===== src/rtl/branch_redirect_arb_pkg.sv =====
// Shared core widths and the redirect record carried from the branch units to fetch.
package branch_redirect_arb_pkg;

    localparam int CORE_RV       = 64;
    localparam int CORE_NCOMMIT  = 32;
    localparam int CORE_LNCOMMIT = 5;
    localparam int CORE_BDEC     = 4;

    typedef enum logic {
        ST_IDLE,
        ST_PEND
    } arb_state_e;

    typedef struct packed {
        logic [CORE_RV-2:0]       pc;
        logic [CORE_LNCOMMIT-1:0] addr;
        logic                     is_short;
        logic [CORE_BDEC-2:0]     dec;
    } redirect_t;

endpackage


===== src/rtl/branch_redirect_arb_if.sv =====
// Redirect handshake towards fetch: arbiter drives the held record, fetch acks it.
interface branch_redirect_arb_if
    import branch_redirect_arb_pkg::*;
#(
    parameter int RV       = CORE_RV,
    parameter int LNCOMMIT = CORE_LNCOMMIT,
    parameter int BDEC     = CORE_BDEC
);
    logic                redirect_valid;
    logic                redirect_ack;
    logic [RV-2:0]       redirect_pc;
    logic [LNCOMMIT-1:0] redirect_addr;
    logic                redirect_short;
    logic [BDEC-2:0]     redirect_dec;

    modport master (
        output redirect_valid, redirect_pc, redirect_addr, redirect_short, redirect_dec,
        input  redirect_ack
    );

    modport slave (
        input  redirect_valid, redirect_pc, redirect_addr, redirect_short, redirect_dec,
        output redirect_ack
    );
endinterface


===== src/rtl/branch_redirect_arb_age_cmp.sv =====
// Commit-slot age comparator: a_older is set when slot a is strictly older than slot b.
module commit_age_cmp #(
    parameter int N  = 32,
    parameter int LN = 5
) (
    input  logic [LN-1:0] a,
    input  logic [LN-1:0] b,
    input  logic [LN-1:0] head,
    output logic          a_older
);
    localparam logic [LN:0] NW = (LN+1)'(N);

    logic [LN:0] age_a, age_b;

    // Age is distance from head modulo N, so slots behind head wrap to the young end.
    assign age_a = (a >= head) ? ({1'b0, a} - {1'b0, head}) : ({1'b0, a} + NW - {1'b0, head});
    assign age_b = (b >= head) ? ({1'b0, b} - {1'b0, head}) : ({1'b0, b} + NW - {1'b0, head});
    assign a_older = age_a < age_b;
endmodule


===== src/rtl/branch_redirect_arb.sv =====
// Picks the oldest live mispredict redirect among the branch units and holds it until fetch acks.
module branch_redirect_arb
    import branch_redirect_arb_pkg::*;
#(
    parameter int RV       = CORE_RV,
    parameter int NBR      = 2,
    parameter int NCOMMIT  = CORE_NCOMMIT,
    parameter int LNCOMMIT = CORE_LNCOMMIT,
    parameter int BDEC     = CORE_BDEC
) (
    input  logic                          clk,
    input  logic                          reset,
    input  logic [NBR-1:0]                br_enable,
    input  logic [NBR-1:0][LNCOMMIT-1:0]  br_addr,
    input  logic [NBR-1:0][RV-2:0]        br_dest,
    input  logic [NBR-1:0]                br_short,
    input  logic [NBR-1:0][BDEC-2:0]      br_dec,
    input  logic [LNCOMMIT-1:0]           commit_head,
    input  logic [NCOMMIT-1:0]            commit_kill,
    branch_redirect_arb_if.master         rd,
    output logic [7:0]                    drop_count
);
    arb_state_e state;
    logic       valid_q;
    redirect_t  hold;

    logic [NBR-1:0]          cand, win;
    logic [NBR-1:0][NBR-1:0] older;
    logic                    win_any, multi, win_older_held, kill_held, drop_now;
    redirect_t               win_rec;

    always_comb begin
        for (int i = 0; i < NBR; i++) cand[i] = br_enable[i] & ~commit_kill[br_addr[i]];
    end

    // older[i][j]: unit i's slot is strictly older than unit j's slot
    for (genvar gi = 0; gi < NBR; gi++) begin : g_row
        for (genvar gj = 0; gj < NBR; gj++) begin : g_col
            if (gi == gj) begin : g_diag
                assign older[gi][gj] = 1'b0;
            end else begin : g_cmp
                commit_age_cmp #(.N(NCOMMIT), .LN(LNCOMMIT)) u_cmp (
                    .a       (br_addr[gi]),
                    .b       (br_addr[gj]),
                    .head    (commit_head),
                    .a_older (older[gi][gj])
                );
            end
        end
    end

    // A lower-index unit wins ties; a higher-index unit must be strictly older.
    always_comb begin
        win     = '0;
        win_any = 1'b0;
        win_rec = '0;
        for (int i = 0; i < NBR; i++) begin
            win[i] = cand[i];
            for (int j = 0; j < NBR; j++) begin
                if (j != i && cand[j]) begin
                    if (j < i) begin
                        if (!older[i][j]) win[i] = 1'b0;
                    end else if (older[j][i]) begin
                        win[i] = 1'b0;
                    end
                end
            end
        end
        for (int i = 0; i < NBR; i++) begin
            if (win[i]) begin
                win_any          = 1'b1;
                win_rec.pc       = br_dest[i];
                win_rec.addr     = br_addr[i];
                win_rec.is_short = br_short[i];
                win_rec.dec      = br_dec[i];
            end
        end
    end

    commit_age_cmp #(.N(NCOMMIT), .LN(LNCOMMIT)) u_held_cmp (
        .a       (win_rec.addr),
        .b       (hold.addr),
        .head    (commit_head),
        .a_older (win_older_held)
    );

    assign multi     = (cand & (cand - NBR'(1))) != '0;
    assign kill_held = commit_kill[hold.addr];
    // In PEND without ack, any winner or a kill means something is thrown away.
    assign drop_now  = multi | ((state == ST_PEND) & ~rd.redirect_ack & (kill_held | win_any));

    always_ff @(posedge clk or negedge reset) begin
        if (!reset) begin
            state      <= ST_IDLE;
            valid_q    <= 1'b0;
            hold       <= '0;
            drop_count <= 8'd0;
        end else begin
            case (state)
                ST_IDLE: begin
                    if (win_any) begin
                        hold    <= win_rec;
                        state   <= ST_PEND;
                        valid_q <= 1'b1;
                    end
                end
                ST_PEND: begin
                    if (rd.redirect_ack || kill_held || (win_any && win_older_held)) begin
                        if (win_any) begin
                            hold <= win_rec;
                        end else begin
                            state   <= ST_IDLE;
                            valid_q <= 1'b0;
                        end
                    end
                end
                default: begin
                    state   <= ST_IDLE;
                    valid_q <= 1'b0;
                end
            endcase
            if (drop_now && drop_count != 8'hFF) drop_count <= drop_count + 8'd1;
        end
    end

    assign rd.redirect_valid = valid_q;
    assign rd.redirect_pc    = hold.pc;
    assign rd.redirect_addr  = hold.addr;
    assign rd.redirect_short = hold.is_short;
    assign rd.redirect_dec   = hold.dec;
endmodule

===== src/flat_wrapper.sv =====
// flat-port wrapper written by rule: the top's interface ports become plain ports
module branch_redirect_arb_flat import branch_redirect_arb_pkg::*;
#(
    parameter int RV       = CORE_RV,
    parameter int NBR      = 2,
    parameter int NCOMMIT  = CORE_NCOMMIT,
    parameter int LNCOMMIT = CORE_LNCOMMIT,
    parameter int BDEC     = CORE_BDEC
)
  (clk, reset, br_enable, br_addr, br_dest, br_short, br_dec, commit_head, commit_kill, drop_count, rd_redirect_valid, rd_redirect_pc, rd_redirect_addr, rd_redirect_short, rd_redirect_dec, rd_redirect_ack);
  branch_redirect_arb_if #(.RV(RV), .LNCOMMIT(LNCOMMIT), .BDEC(BDEC)) rd_i ();
  input  logic clk;
  input  logic reset;
  input  logic [NBR-1:0] br_enable;
  input  logic [NBR-1:0][LNCOMMIT-1:0] br_addr;
  input  logic [NBR-1:0][RV-2:0] br_dest;
  input  logic [NBR-1:0] br_short;
  input  logic [NBR-1:0][BDEC-2:0] br_dec;
  input  logic [LNCOMMIT-1:0] commit_head;
  input  logic [NCOMMIT-1:0] commit_kill;
  output logic [7:0] drop_count;
  output wire logic [$bits(rd_i.redirect_valid)-1:0] rd_redirect_valid;
  output wire logic [$bits(rd_i.redirect_pc)-1:0] rd_redirect_pc;
  output wire logic [$bits(rd_i.redirect_addr)-1:0] rd_redirect_addr;
  output wire logic [$bits(rd_i.redirect_short)-1:0] rd_redirect_short;
  output wire logic [$bits(rd_i.redirect_dec)-1:0] rd_redirect_dec;
  input wire logic [$bits(rd_i.redirect_ack)-1:0] rd_redirect_ack;
  assign rd_redirect_valid = rd_i.redirect_valid;
  assign rd_redirect_pc = rd_i.redirect_pc;
  assign rd_redirect_addr = rd_i.redirect_addr;
  assign rd_redirect_short = rd_i.redirect_short;
  assign rd_redirect_dec = rd_i.redirect_dec;
  assign rd_i.redirect_ack = rd_redirect_ack;
  branch_redirect_arb #(.RV(RV), .NBR(NBR), .NCOMMIT(NCOMMIT), .LNCOMMIT(LNCOMMIT), .BDEC(BDEC)) u_core (.clk(clk), .reset(reset), .br_enable(br_enable), .br_addr(br_addr), .br_dest(br_dest), .br_short(br_short), .br_dec(br_dec), .commit_head(commit_head), .commit_kill(commit_kill), .rd(rd_i), .drop_count(drop_count));
endmodule

===== config.mk =====
export PLATFORM = sky130hd
export DESIGN_NAME = branch_redirect_arb_flat
export DESIGN_NICKNAME = d
export VERILOG_FILES = /design/src/rtl/branch_redirect_arb_pkg.sv /design/src/rtl/branch_redirect_arb_if.sv /design/src/rtl/branch_redirect_arb_age_cmp.sv /design/src/rtl/branch_redirect_arb.sv /design/src/flat_wrapper.sv
export SDC_FILE = /design/constraint.sdc
export NUM_CORES = 1
export LEC_CHECK = 0
export BUFFER_PORTS_ARGS = -buffer_cell sky130_fd_sc_hd__clkbuf_2
export CAP_MARGIN = 20
export CORE_AREA = 2 2 134 136
export CTS_BUF_LIST = sky130_fd_sc_hd__clkbuf_4 sky130_fd_sc_hd__clkbuf_8 sky130_fd_sc_hd__clkbuf_16
export DETAILED_ROUTE_END_ITERATION = 10
export DIE_AREA = 0 0 136 138
export SKIP_LAST_GASP = 1
export SYNTH_ARGS = -nofsm -noshare
export SYNTH_HDL_FRONTEND = slang
export SYNTH_HIERARCHICAL = 1
export SYNTH_SLANG_ARGS = --single-unit

===== constraint.sdc =====
create_clock -name clk -period 3.7 [get_ports clk]
set_input_delay 0.555 -clock clk [delete_from_list [all_inputs] [get_ports clk]]
set_output_delay 0.555 -clock clk [all_outputs]
set_load 0.03 [all_outputs]

======== Word-level counts from Yosys, hierarchy flattened ========
Cells that the tools add are included.
storage, ports and cells
  memory bits (writable) .................. 0
  ROM bits ................................ 0
  bits in latches ......................... 0
  word-level logic and storage cells ...... 79
  bits in registers ....................... 82
  input bits .............................. 186
  memories kept ........................... 0
cells by class
  muxes and demuxes ....................... 28
  reductions and logical operators ........ 6
  eq/ne operators ......................... 4
  divide/modulo/power cells ............... 0
  $add $sub $neg .......................... 14
  bitwise operators ....................... 11
  multiply operators ...................... 0
  order comparisons ....................... 9
  shift-type cells ........................ 0
operators with widths
  cell                                                                          number
  72-bit two-way mux                                                            4
  72-bit one-hot mux with 2 select lines                                        1
  5-bit by 6-bit adder with 6-bit output, second input constant                 4
  6-bit two-way mux                                                             4
  5-bit by 5-bit subtractor with 6-bit output                                   4
  6-bit by 5-bit subtractor with 6-bit output                                   4
  5-bit greater-or-equal comparator                                             4
  5-bit by 6-bit less-than comparator with 1-bit output, second input constant  3
  1-bit binary-select mux with 5-bit select                                     3
  1-bit two-way mux                                                             14
  6-bit less-than comparator                                                    2
  8-bit by 1-bit adder with 8-bit output, second input constant                 1
  8-bit inequality test, second input constant                                  1
  1-bit bitwise AND                                                             4
  2-bit inequality test, second input constant                                  2
  1-bit inverter                                                                4
  1-bit one-hot mux with 2 select lines                                         2
  3-bit AND reduction                                                           1
  2-bit bitwise AND                                                             1
  1-bit logical AND                                                             2
  1-bit logical OR                                                              2
  2-bit by 1-bit inequality test with 1-bit output, second input constant       1
  1-bit OR                                                                      2
  2-bit nonzero test                                                            1
  2-bit by 1-bit subtractor with 2-bit output, second input constant            1

======== Longest topological paths before layout ========
  word-level depth ........................ 16
  mapped depth ............................ 29

======== Modules after synthesis ========
Netlist, hierarchy kept.
modules (own cells, without submodules)
  module                                                 instances  area an instance (um^2)  cells each  seq. area each (um^2)
  branch_redirect_arb                                    1          4,518.1                  462         2,052.0
  commit_age_cmp (u_core.u_held_cmp)                     1          543.0                    66          0.0
  commit_age_cmp (u_core.g_row[1].g_col[0].g_cmp.u_cmp)  1          539.3                    66          0.0

======== Worst setup path after synthesis ========
No wires, ideal clock.
  path kind ............................... input -> register
  from .................................... in br_addr[5] in the netlist's numbering
  to ...................................... reg u_core.hold, in the netlist u_core/rd.redirect_addr[0]
  arrival time ............................ 5.869 ns
  required time ........................... 3.572 ns
  path slack .............................. -2.296 ns
  stages .................................. 27
  path buffers ............................ 1
  path through ............................ inv_1 ha_1 inv_1 fa_1 a21o_1 a221o_1 nor3_2 ha_1 and3_1 a221oi_1 inv_1 nor2_1 nor2_2 a22o_1 inv_1 ha_1 inv_1 fa_1 a21o_1 a221o_1 nor3_2 ha_1 and3_1 a221oi_1 o21a_1 buf_2 mux2_1
RTL lines
  what                  RTL line                    RTL
  from (decl)           flat_wrapper.sv:15          input logic [NBR-1:0][LNCOMMIT-1:0] br_addr;
  to (signal assigned)  branch_redirect_arb.sv:102  hold <= win_rec;
  to (signal assigned)  branch_redirect_arb.sv:110  hold <= win_rec;
  to (decl)             branch_redirect_arb.sv:25   redirect_t hold;

==> summary.txt <==
status = finished with violations
failing checks = setup timing
final setup fails = 72
largest net degree at the start of global routing = 83
Max Cap Viol = 0
Worst Path Arrival = 5.74 ns
worst reg-to-reg setup slack = 0.49 ns
syn_nets = 815
global-route wire length before repair = 28.50 mm
vias = 5810
Placed Area = 7677 sq um
CP Max Fanout = 5
final net count = 1141
Residual DRC = 0
GR Overflow Total = 0
Syn Inst Count = 594
RSZ-0062 raised after global routing = true
detailed placement HPWL = 14.06 mm
Starting Density = 0.3194
PwrDens = 718.3 nW/um^2
total wire length = 18.49 mm
sequential element share of the synthesized area = 0.3664
number of global-route vias before repair = 5590
Clk Latency, worst-skew pair = 0.34 ns
fraction of layout cells with a size suffix above 1 = 0.4486
CTS clk-pin slew, worst paths = 0.06 ns
Area Growth Syn to Fin = 50.78%
Seq cells post-synth = 82
mapped cell area = 5600 sq um
Longest Clk Path Bufs = 2
synth warn = 6
Post-synth EDFFs = 0
die area = 18770 sq um
crit path time final = 5.518 ns
top cells by count, synth = a21oi_1 (82), dfrtp_1 (82), nor2_1 (82)
Place WS = -2.360 ns
DRT Pass-1 Iters = 5
leakage power = 4.218 nW
Syn Area/Cell = 9.428 sq um
Reg2Reg Capture Point = u_core/rd.redirect_addr[2]
prevailing post-synth register cell = dfrtp_1
setup_tns = -126.37 ns
post-route antenna net violation count = 0
Worst Tran Pin Value = 0.5585 ns
CTS Hold Buffers Added = 0
Async SR Flop Fraction = 1.000
final core occ = 0.4816
drt first-iter violations = 386
GRT Util Overall = 0.1916
maximum VDD drop = 445.5 uV
routability congestion estimate = 0.8156
Synth top area share = 0.3664
crit share post-route = 1.491
die height = 138 microns
CTS tree = yes
DIE WIDTH = 136 microns
Max-slew headroom = 0.6277
Synth cell types = 43
Area contributors post-synth = dfrtp_1 (37%), a22oi_1 (10%), a21oi_1 (7.3%)
final-report max-slew violation count = 0
reg2reg start = u_core/rd.redirect_addr[0]
cell taking the most area after synthesis = dfrtp_1
CP Class = in2reg
Fmax achieved = 181.2 MHz
R2R cell count = 12
Design Area, Final = 8444 sq um
I/O pins = 267
DR vias/cell = 5.035
crit end category = flip-flop
CTS Buf Count = 9
Worst setup SP type = input port
H-tree Lvls = 3
CTS Root Buffer Type = clkbuf_16
Ant. Diodes = 0
initial antenna violation count = 0
clk sinks = 82
Worst EP required = 3.92 ns
core footprint = 17530 sq um
Site Rows = 49
Final WS setup = -1.818 ns
IO buf count = 266
clk_skew = 0.009059 ns
routed length per instance = 16.03 microns
HP Class = in2async
Hold Vio Cnt, Final = 0
placed cells by master, fill, tap and decap left out, types with 7 or more instances in the layout:
cell / n
clkbuf_2: 262
buf_4: 64
nor2b_1: 7
xnor2_1: 13
a22oi_1: 75
clkbuf_16: 15
nand2b_1: 9
a21o_1: 10
inv_1: 16
mux2i_1: 33
a21oi_1: 80
dfrtp_1: 82
nor2_1: 81
nand3_1: 15
ha_1: 28
nand2_1: 19
mux4_2: 10
where the power goes:
group	switching, mW	internal (mW)
Combinational	2.04	1.36
Sequential	0.301	1.32
Clock	0.353	0.694
Total	2.69	3.37
logic make-up after synthesis:
| group | after synthesis | share of synthesized area |
|---|---|---|
| buffers and inverters | 57 | 0.04870 |
| adder cells (fa/ha/maj) | 35 | 0.08356 |
| XOR/XNOR | 17 | 0.02659 |
| AND/OR/NAND/NOR | 156 | 0.1320 |
| multiplexers | 51 | 0.1153 |
| AO/OA/AOI/OAI | 196 | 0.2274 |
| flip-flops | 82 | 0.3664 |
worst max-delay path by stage:
stage	from	to	slack, ns	cells after the start
floorplan	br_addr[5]	u_core/rd.redirect_addr[0]	-1.90	27
global placement	br_addr[5]	u_core/rd.redirect_addr[4]	-2.23	28
detailed placement	br_addr[5]	u_core/rd.redirect_pc[35]	-2.36	30
CTS	br_addr[0]	u_core/rd.redirect_pc[42]	-1.82	30
global route	br_addr[5]	u_core/rd.redirect_pc[38]	-2.05	30
finish	br_addr[5]	u_core/rd.redirect_addr[2]	-1.82	28
repair_timing:
| item | 4_1_cts | 5_1_grt |
|---|---|---|
| hold endpoints to repair | 0 | 0 |
| gates cloned | 0 | 6 |
| resized for setup | 24 | 17 |
| pin swaps | 14 | 7 |
| setup buffers | 3 | 5 |
| endpoints found under the setup margin | 72 | 72 |
stage by stage:
| step | hold WS, ns | power [mW] | instances |
|---|---|---|---|
| final | 0.06003 | 6.065 | 1154 |
| after global routing | 0.05761 | 6.446 | 1154 |
| after CTS | 0.4335 | 5.878 | 1142 |
| after detailed placement | 0.4340 | 4.743 | 1123 |
| after global placement | 0.4245 | 4.700 | 1123 |
| after floorplan | 0.2594 | 3.666 | 594 |
worst max-delay path, cell delays in order:
cell	delay, ns
buf_8	0.11
inv_12	0.04
ha_4	0.11
inv_2	0.04
fa_2	0.38
a21o_1	0.17
a221o_1	0.32
nor3_2	0.11
ha_1	0.26
and3_4	0.18
a221oi_4	0.27
inv_1	0.08
nor2_2	0.13
nor2_4	0.06
a22o_1	0.24
inv_2	0.07
ha_4	0.13
inv_2	0.04
fa_2	0.37
a21o_1	0.17
a221o_1	0.32
nor3_2	0.18
ha_1	0.27
and3_4	0.20
a221oi_4	0.23
o21a_4	0.22
buf_6	0.15
mux2_4	0.30
layer usage:
metal / GRT usage / vias up / wire (microns)
li1: - / 2852 / -
met1: 0.2499 / 2767 / 8163
met2: 0.3235 / 170 / 9151
met3: 0.03667 / 21 / 849
met4: 0.05154 / 0 / 329
met5: 0 / - / 0
sequential cells by signal (all words and copies together) (netlist names):
| name | count |
|---|---|
| u_core/rd.redirect_pc | 63 |
| u_core/drop_count | 8 |
| u_core/rd.redirect_addr | 5 |
| u_core/rd.redirect_dec | 3 |
| u_core/rd.redirect_short | 1 |
| u_core/rd.redirect_valid | 1 |
| u_core/state | 1 |
cell type report:
| cell class | instances | area, sq um |
|---|---|---|
| Clock buffer | 12 | 254.0 |
| Clock inverter | 4 | 98.84 |
| Fill cell | 1710 | 9090 |
| Inverter | 22 | 97.59 |
| Multi-Input combinational cell | 455 | 3427 |
| Sequential cell | 82 | 2052 |
| Tap cell | 229 | 286.5 |
| Timing Repair Buffer | 350 | 2228 |
Power figures use the tool's default switching activity.
